### config.mk
export PLATFORM = sky130hd
export DESIGN_NAME = systolic_feeder
export DESIGN_NICKNAME = d
export VERILOG_FILES = /design/src/rtl/systolic_feeder.sv
export SDC_FILE = /design/constraint.sdc
export NUM_CORES = 1
export LEC_CHECK = 0
export ABC_CLOCK_PERIOD_IN_PS = 3350
export CAP_MARGIN = 40
export CORE_AREA = 2 2 177 179
export DETAILED_ROUTE_END_ITERATION = 6
export DIE_AREA = 0 0 179 181
export DONT_BUFFER_PORTS = 1
export GPL_TIMING_DRIVEN = 0
export MAX_ROUTING_LAYER = met4
export PLACE_DENSITY = 0.72
export SYNTH_ARGS = -nofsm -noshare
export SYNTH_HDL_FRONTEND = slang
export SYNTH_SLANG_ARGS = --single-unit
### constraint.sdc
create_clock -name clk -period 3.35 [get_ports clk]
set_input_delay 0.1675 -clock clk [delete_from_list [all_inputs] [get_ports clk]]
set_output_delay 0.1675 -clock clk [all_outputs]
set_load 0.02 [all_outputs]
### src/rtl/systolic_feeder.sv
`timescale 1ns/1ps
`default_nettype none
// ============================================================================
//  Module      : systolic_feeder
//  Description : Input-side transmitter for a 4x4 systolic array. Buffers
//                activation vectors from a valid/ready stream in a small FIFO,
//                issues one vector per cycle into diagonally skewed lanes
//                (lane k delayed k cycles relative to lane 0), drives zero
//                partial sums on the top edge, and inserts a three-cycle drain
//                gap after each tile.
//  Revision    : 1.0 - initial release
// ============================================================================
module systolic_feeder #(
    parameter int WIDTH = 16,
    parameter int DEPTH = 4
) (
    input  logic                    clk,
    input  logic                    rst,
    input  logic                    s_valid,
    output logic                    s_ready,
    input  logic signed [WIDTH-1:0] s_data [4],
    input  logic                    s_last,
    output logic signed [WIDTH-1:0] in_left [4],
    output logic signed [WIDTH-1:0] in_up [4],
    output logic                    busy,
    output logic                    tile_done
);

    localparam int c_LANES = 4;
    localparam int c_PTR_W = (DEPTH > 1) ? $clog2(DEPTH) : 1;
    localparam int c_CNT_W = $clog2(DEPTH + 1);

    localparam logic [c_CNT_W-1:0] c_CNT_FULL = c_CNT_W'(DEPTH);
    localparam logic [c_CNT_W-1:0] c_CNT_ONE  = c_CNT_W'(1);
    localparam logic [c_PTR_W-1:0] c_PTR_ONE  = c_PTR_W'(1);
    localparam logic [1:0]         c_DRAIN_LAST = 2'd2;

    typedef enum logic [1:0] {
        S_IDLE  = 2'd0,
        S_RUN   = 2'd1,
        S_DRAIN = 2'd2
    } state_t;

    // ------------------------------------------------------------------------
    // FIFO bookkeeping
    // ------------------------------------------------------------------------
    logic [c_PTR_W-1:0] wr_ptr_q;
    logic [c_PTR_W-1:0] rd_ptr_q;
    logic [c_CNT_W-1:0] count_q;
    logic [DEPTH-1:0]   mem_last_q;

    state_t     state_q;
    state_t     state_d;
    logic [1:0] drain_cnt_q;
    logic [1:0] drain_cnt_d;

    logic w_full;
    logic w_empty;
    logic w_push;
    logic w_pop;
    logic w_issue_last;

    // Ready comes from the registered count only; a full FIFO refuses a beat
    // even on an edge that also pops, because there is no bypass path.
    assign w_full  = (count_q == c_CNT_FULL);
    assign w_empty = (count_q == '0);
    assign s_ready = !w_full && !rst;
    assign w_push  = s_valid && s_ready;
    assign w_pop   = !w_empty && (state_q != S_DRAIN);

    assign w_issue_last = w_pop && mem_last_q[rd_ptr_q];

    // Tile-end markers stored alongside the per-lane data entries
    always_ff @(posedge clk) begin
        if (w_push) begin
            mem_last_q[wr_ptr_q] <= s_last;
        end
    end

    // Pointer and occupancy update; pointers wrap naturally since DEPTH is 2^n
    always_ff @(posedge clk) begin
        if (rst) begin
            wr_ptr_q <= '0;
            rd_ptr_q <= '0;
            count_q  <= '0;
        end else begin
            if (w_push) begin
                wr_ptr_q <= wr_ptr_q + c_PTR_ONE;
            end
            if (w_pop) begin
                rd_ptr_q <= rd_ptr_q + c_PTR_ONE;
            end
            case ({w_push, w_pop})
                2'b10:   count_q <= count_q + c_CNT_ONE;
                2'b01:   count_q <= count_q - c_CNT_ONE;
                default: count_q <= count_q;
            endcase
        end
    end

    // ------------------------------------------------------------------------
    // Tile sequencing FSM
    // ------------------------------------------------------------------------
    // State and drain counter registers
    always_ff @(posedge clk) begin
        if (rst) begin
            state_q     <= S_IDLE;
            drain_cnt_q <= '0;
        end else begin
            state_q     <= state_d;
            drain_cnt_q <= drain_cnt_d;
        end
    end

    // Next-state: a popped last vector starts a three-edge drain with no pops
    always_comb begin
        state_d     = state_q;
        drain_cnt_d = drain_cnt_q;
        case (state_q)
            S_IDLE: begin
                if (w_pop) begin
                    state_d     = w_issue_last ? S_DRAIN : S_RUN;
                    drain_cnt_d = '0;
                end
            end
            S_RUN: begin
                if (w_issue_last) begin
                    state_d     = S_DRAIN;
                    drain_cnt_d = '0;
                end
            end
            S_DRAIN: begin
                if (drain_cnt_q == c_DRAIN_LAST) begin
                    state_d     = S_IDLE;
                    drain_cnt_d = '0;
                end else begin
                    drain_cnt_d = drain_cnt_q + 2'd1;
                end
            end
            default: begin
                state_d     = S_IDLE;
                drain_cnt_d = '0;
            end
        endcase
    end

    // ------------------------------------------------------------------------
    // Valid / last sidebands. Stage s of every lane holds the same issue slot,
    // so one 4-deep valid pipe tells whether any lane holds a live element.
    // The last marker is only observed where it leaves lane 3, so it travels
    // in a pipe matching lane 3's depth.
    // ------------------------------------------------------------------------
    logic [c_LANES-1:0] vld_pipe_q;
    logic [c_LANES-1:0] last_pipe_q;

    // Shift the issue-slot valid and last markers down the skew depth
    always_ff @(posedge clk) begin
        if (rst) begin
            vld_pipe_q  <= '0;
            last_pipe_q <= '0;
        end else begin
            vld_pipe_q  <= {vld_pipe_q[c_LANES-2:0], w_pop};
            last_pipe_q <= {last_pipe_q[c_LANES-2:0], w_issue_last};
        end
    end

    assign tile_done = last_pipe_q[c_LANES-1];
    assign busy      = !w_empty || (|vld_pipe_q) || (state_q != S_IDLE);

    // ------------------------------------------------------------------------
    // Per-lane storage and skew chains
    // ------------------------------------------------------------------------
    for (genvar k = 0; k < c_LANES; k++) begin : g_lane
        localparam int c_LEN = k + 1;

        logic signed [WIDTH-1:0] mem_q [DEPTH];
        logic signed [WIDTH-1:0] w_tap [c_LEN+1];
        logic signed [WIDTH-1:0] up_q;

        // FIFO column for this lane's element
        always_ff @(posedge clk) begin
            if (w_push) begin
                mem_q[wr_ptr_q] <= s_data[k];
            end
        end

        // A non-popping edge injects a real zero so the array sees clean bubbles
        assign w_tap[0] = w_pop ? mem_q[rd_ptr_q] : '0;

        for (genvar s = 0; s < c_LEN; s++) begin : g_stage
            logic signed [WIDTH-1:0] dat_q;

            // One skew register; lane k chains k+1 of these
            always_ff @(posedge clk) begin
                if (rst) begin
                    dat_q <= '0;
                end else begin
                    dat_q <= w_tap[s];
                end
            end

            assign w_tap[s+1] = dat_q;
        end

        // Top-edge partial sums are always a registered zero
        always_ff @(posedge clk) begin
            up_q <= '0;
        end

        assign in_left[k] = w_tap[c_LEN];
        assign in_up[k]   = up_q;
    end

endmodule
`default_nettype wire

==> run_results.csv <==
group,metric,value,unit
critical_path,start_kind,"flop",
route,drt-initial-drc-count,379,
min_path,hold_path_class,"primary input to flop",
die,initial_core_util,49.4,%
die,die-area,32400,um2
route,wire_per_inst,17.6,um
cts,cts_sinks,439,
critical_path,critPathArrivalTime,2.83,ns
global_routing,grt_pass1_vias,6866,
synth,ys_warn_count,0,
min_path,min_to,"g_lane[1].g_stage[0].dat_q[12]$_SDFF_PP0_",
cells_and_area,multiInputGateArea,3150,um2
synth,seq_area_frac_synth,76.0,%
placement,postPlaceCellArea,15900,um2
route,maxUsedRoutingLayer,"met4",
cts,cts_tree,"done",
sta,period_share,71.2,%
min_path,hold_start,"rst",
cells_and_area,final_nets,1088,
route,routed-wl-met2,12.7,mm
critical_path,path_delay_family,"simple AND/OR/NAND/NOR gates",
global_routing,overflow,0,
sta,relSlewSlack,51.6,%
sta,setup_viol,0,
die,core_area,30300,um2
sta,holdWs,0.0346,ns
synth,ys_types,36,
pwr,p_sw,3.09,mW
global_routing,grt_max_degree,43,
critical_path,r2r_cells,8,
outcome,outcome,"finished, final reports clean",
synth,synthCells,834,
critical_path,crit_type,"flop to flop",
synth,synth_edf_count,260,
sta,finalClockSkew,0.00768,ns
pwr,leakage,6.36,nW
critical_path,crit_fanout,7,
cts,path_clk_slew,0.06,ns
placement,gp_congestion,0.716,
placement,hpwl,15.7,mm
die,rows,64,
synth,ys.flop_type,"edfxtp_1",
critical_path,rr_startpoint,"count_q[0]$_SDFFE_PP0P_",
synth,synth.avg_cell_area,18.0,um2
global_routing,grt_pass1_wl,38.7,mm
cells_and_area,n_fill_cell,2279,
cells_and_area,areaGrowthSynthToFinish,19.4,%
pwr,pwr-share-clk,35.1,%
critical_path,reg2reg_slack,0.96,ns
route,viasPerCell,4.75,
route,dr.pass1.iters,5,
cts,numCtsBuffers,43,
critical_path,regToRegEndpoint,"count_q[2]$_SDFFE_PP0P_",
synth,yosys-top-cells-count,"edfxtp_1, dfxtp_1, nor2b_1",
die,io_pins,199,
sta,max_freq,419,MHz
route,drc,0,
route,vias,6860,
critical_path,cp_slowest_cell,"dfxtp_1",
cells_and_area,drive_above_1_share,20.9,%
min_path,min_path_cells,3,
pwr,ir_drop,0.586,mV
job,cap_violations,0,
die,die_x,179,um
route,wl_met1,10.9,mm
critical_path,cp_data_required_time,3.80,ns
cts,ctsLongestPathBuffers,3,
placement,port_buffers,0,
cells_and_area,antenna_cells,0,
pwr,p_int,10.0,mW
cells_and_area,stdcell_area,17900,um2
cts,cts_root_buffer,"clkbuf_16",
critical_path,worstSetupEndpointType,"flop",
pwr,switching_share,23.6,%
synth,synth_top_cells_by_area,"edfxtp_1, dfxtp_1, mux4_2, nor2b_1, buf_4",
critical_path,critical_path.max_stage_delay,0.45,ns
sta,rsz0062_at_grt,"no",
global_routing,track_usage,16.3,%
cts,clk_latency,0.52,ns
die,die_h,181,um
critical_path,critPathBufInv,1,
route,antenna_left,0,
synth,synth_area_leader_cell,"edfxtp_1",
sta,finalHoldViolations,0,
pwr,p_comb_share,14.4,%
global_routing,antenna_found_initial,0,
synth,synth_top_area_share,52.1,%
synth,synthMostInstantiatedCell,"edfxtp_1",
sta,slew_violations,0,
cts,cts_setup_buffers,0,
route,wl_met3,1.42,mm
synth,yosys_register_bits,439,
pwr,power.density,731,nW/um2
synth,syn-cell-area,15000,um2
cells_and_area,area.sequential,11400,um2
route,routed_wl,25.4,mm
critical_path,cp_cell_sequence,"nor3b_1 > nor3b_2 > inv_1 > ha_1 > fa_1 > xnor2_1 > or3_1 > a21oi_1",
synth,async_flop_share,0,%
sta,tightest_slew,0.726,ns
sta,finalCriticalPeriod,2.39,ns
cts,htreeDepth,2,
pwr,p_seq_share,50.5,%
-- through the flow --
step           power, mW  TNS (ns)  instances  setup WS [ns]  util [%]
3_5_place_dp        8.56         0       1298          0.965      52.2
5_1_grt             13.6         0       1444          0.817      59.0
4_1_cts             13.2         0       1444          0.979      59.0
2_1_floorplan       8.12         0        897          0.498         -
3_3_place_gp        8.51   -235.43       1293         -0.964      51.8
6_report            13.1         0       1444          0.964      59.0
-- routing by layer --
layer / GRT usage (%) / up-vias
li1: - / 3246
met1: 20.8 / 3369
met2: 26.9 / 209
met3: 3.14 / 36
met4: 4.16 / 0
met5: - / -
-- cell type report --
cell class / count / area share [%]
sequential: 439 / 63.6
tap: 396 / 2.77
buffer: 100 / 3.77
clock buffer: 67 / 7.43
timing repair buffer: 72 / 4.38
clock inverter: 12 / 0.300
inverter: 6 / 0.126
multi-input combinational: 352 / 17.6
-- cell usage in the layout (no fill, tap or decap), types with 5 or more instances in the layout --
cell type	synthesis	final
edfxtp_1	260	260
dfxtp_1	179	179
nor2b_1	168	168
dlygate4sd3_1	0	67
buf_4	65	65
mux4_2	64	64
conb_1	1	64
clkbuf_16	0	47
clkbuf_1	18	30
buf_2	12	12
nor2_1	8	8
clkinv_1	0	8
clkbuf_8	0	8
inv_1	5	5
o21ai_0	5	5
ha_1	5	5
-- tightest hold or removal path, delay by kind of cell --
family | cells | cell delay, ns
buf+inv | 1 | 0.16
simple gates | 2 | 0.17
-- worst max-delay path by stage --
stage | startpoint | endpoint | slack, ns | cells past startpoint
2_1_floorplan | count_q[0]$_SDFFE_PP0P_ | g_lane[0].mem_q[1][0]$_DFFE_PP_ | 0.50 | 3
4_1_cts | count_q[0]$_SDFFE_PP0P_ | count_q[2]$_SDFFE_PP0P_ | 0.98 | 8
5_1_grt | count_q[0]$_SDFFE_PP0P_ | count_q[2]$_SDFFE_PP0P_ | 0.82 | 8
3_5_place_dp | count_q[0]$_SDFFE_PP0P_ | count_q[2]$_SDFFE_PP0P_ | 0.96 | 8
3_3_place_gp | count_q[0]$_SDFFE_PP0P_ | g_lane[0].mem_q[2][5]$_DFFE_PP_ | -0.96 | 3
6_report | count_q[0]$_SDFFE_PP0P_ | count_q[2]$_SDFFE_PP0P_ | 0.96 | 8
-- what timing repair did --
item                                   4_1_cts  5_1_grt
endpoints found under the hold margin      262        0
hold buffers                                67        0
gates resized for setup                      0        0
setup endpoints to repair                    0        0
-- power groups by stage --
| stage | Clock (mW) | Combinational, mW | Sequential, mW |
|---|---|---|---|
| after global placement | 0 | 1.77 | 6.74 |
| after floorplan | 0 | 1.44 | 6.68 |
| after detailed placement | 0 | 1.83 | 6.73 |
| after CTS | 4.70 | 1.93 | 6.62 |
| final | 4.59 | 1.89 | 6.61 |
| after global routing | 4.91 | 2.07 | 6.67 |
-- state kept, by name, summed over array words and instances (netlist names) --
name,cells
mem_last_q,4
g_lane.mem_q,256
wr_ptr_q,2
count_q,3
drain_cnt_q,2
rd_ptr_q,2
state_q,2
vld_pipe_q,4
g_lane.g_stage.dat_q,160
last_pipe_q,4
-- cell families (layout without fill, tap and decap cells) --
group,after synthesis,in the layout,synth area share [%]
DFF,439,439,76.0
xor gates and xnor gates,2,2,0.117
muxes,70,70,10.0
and+or+nand+nor,197,197,8.14
adders and majority gates,6,6,0.551
AOI/OAI and AO/OA,13,13,0.526
other,1,64,0.0250
buffers and inverters,106,257,4.65
Power figures use the tool's default switching activity.
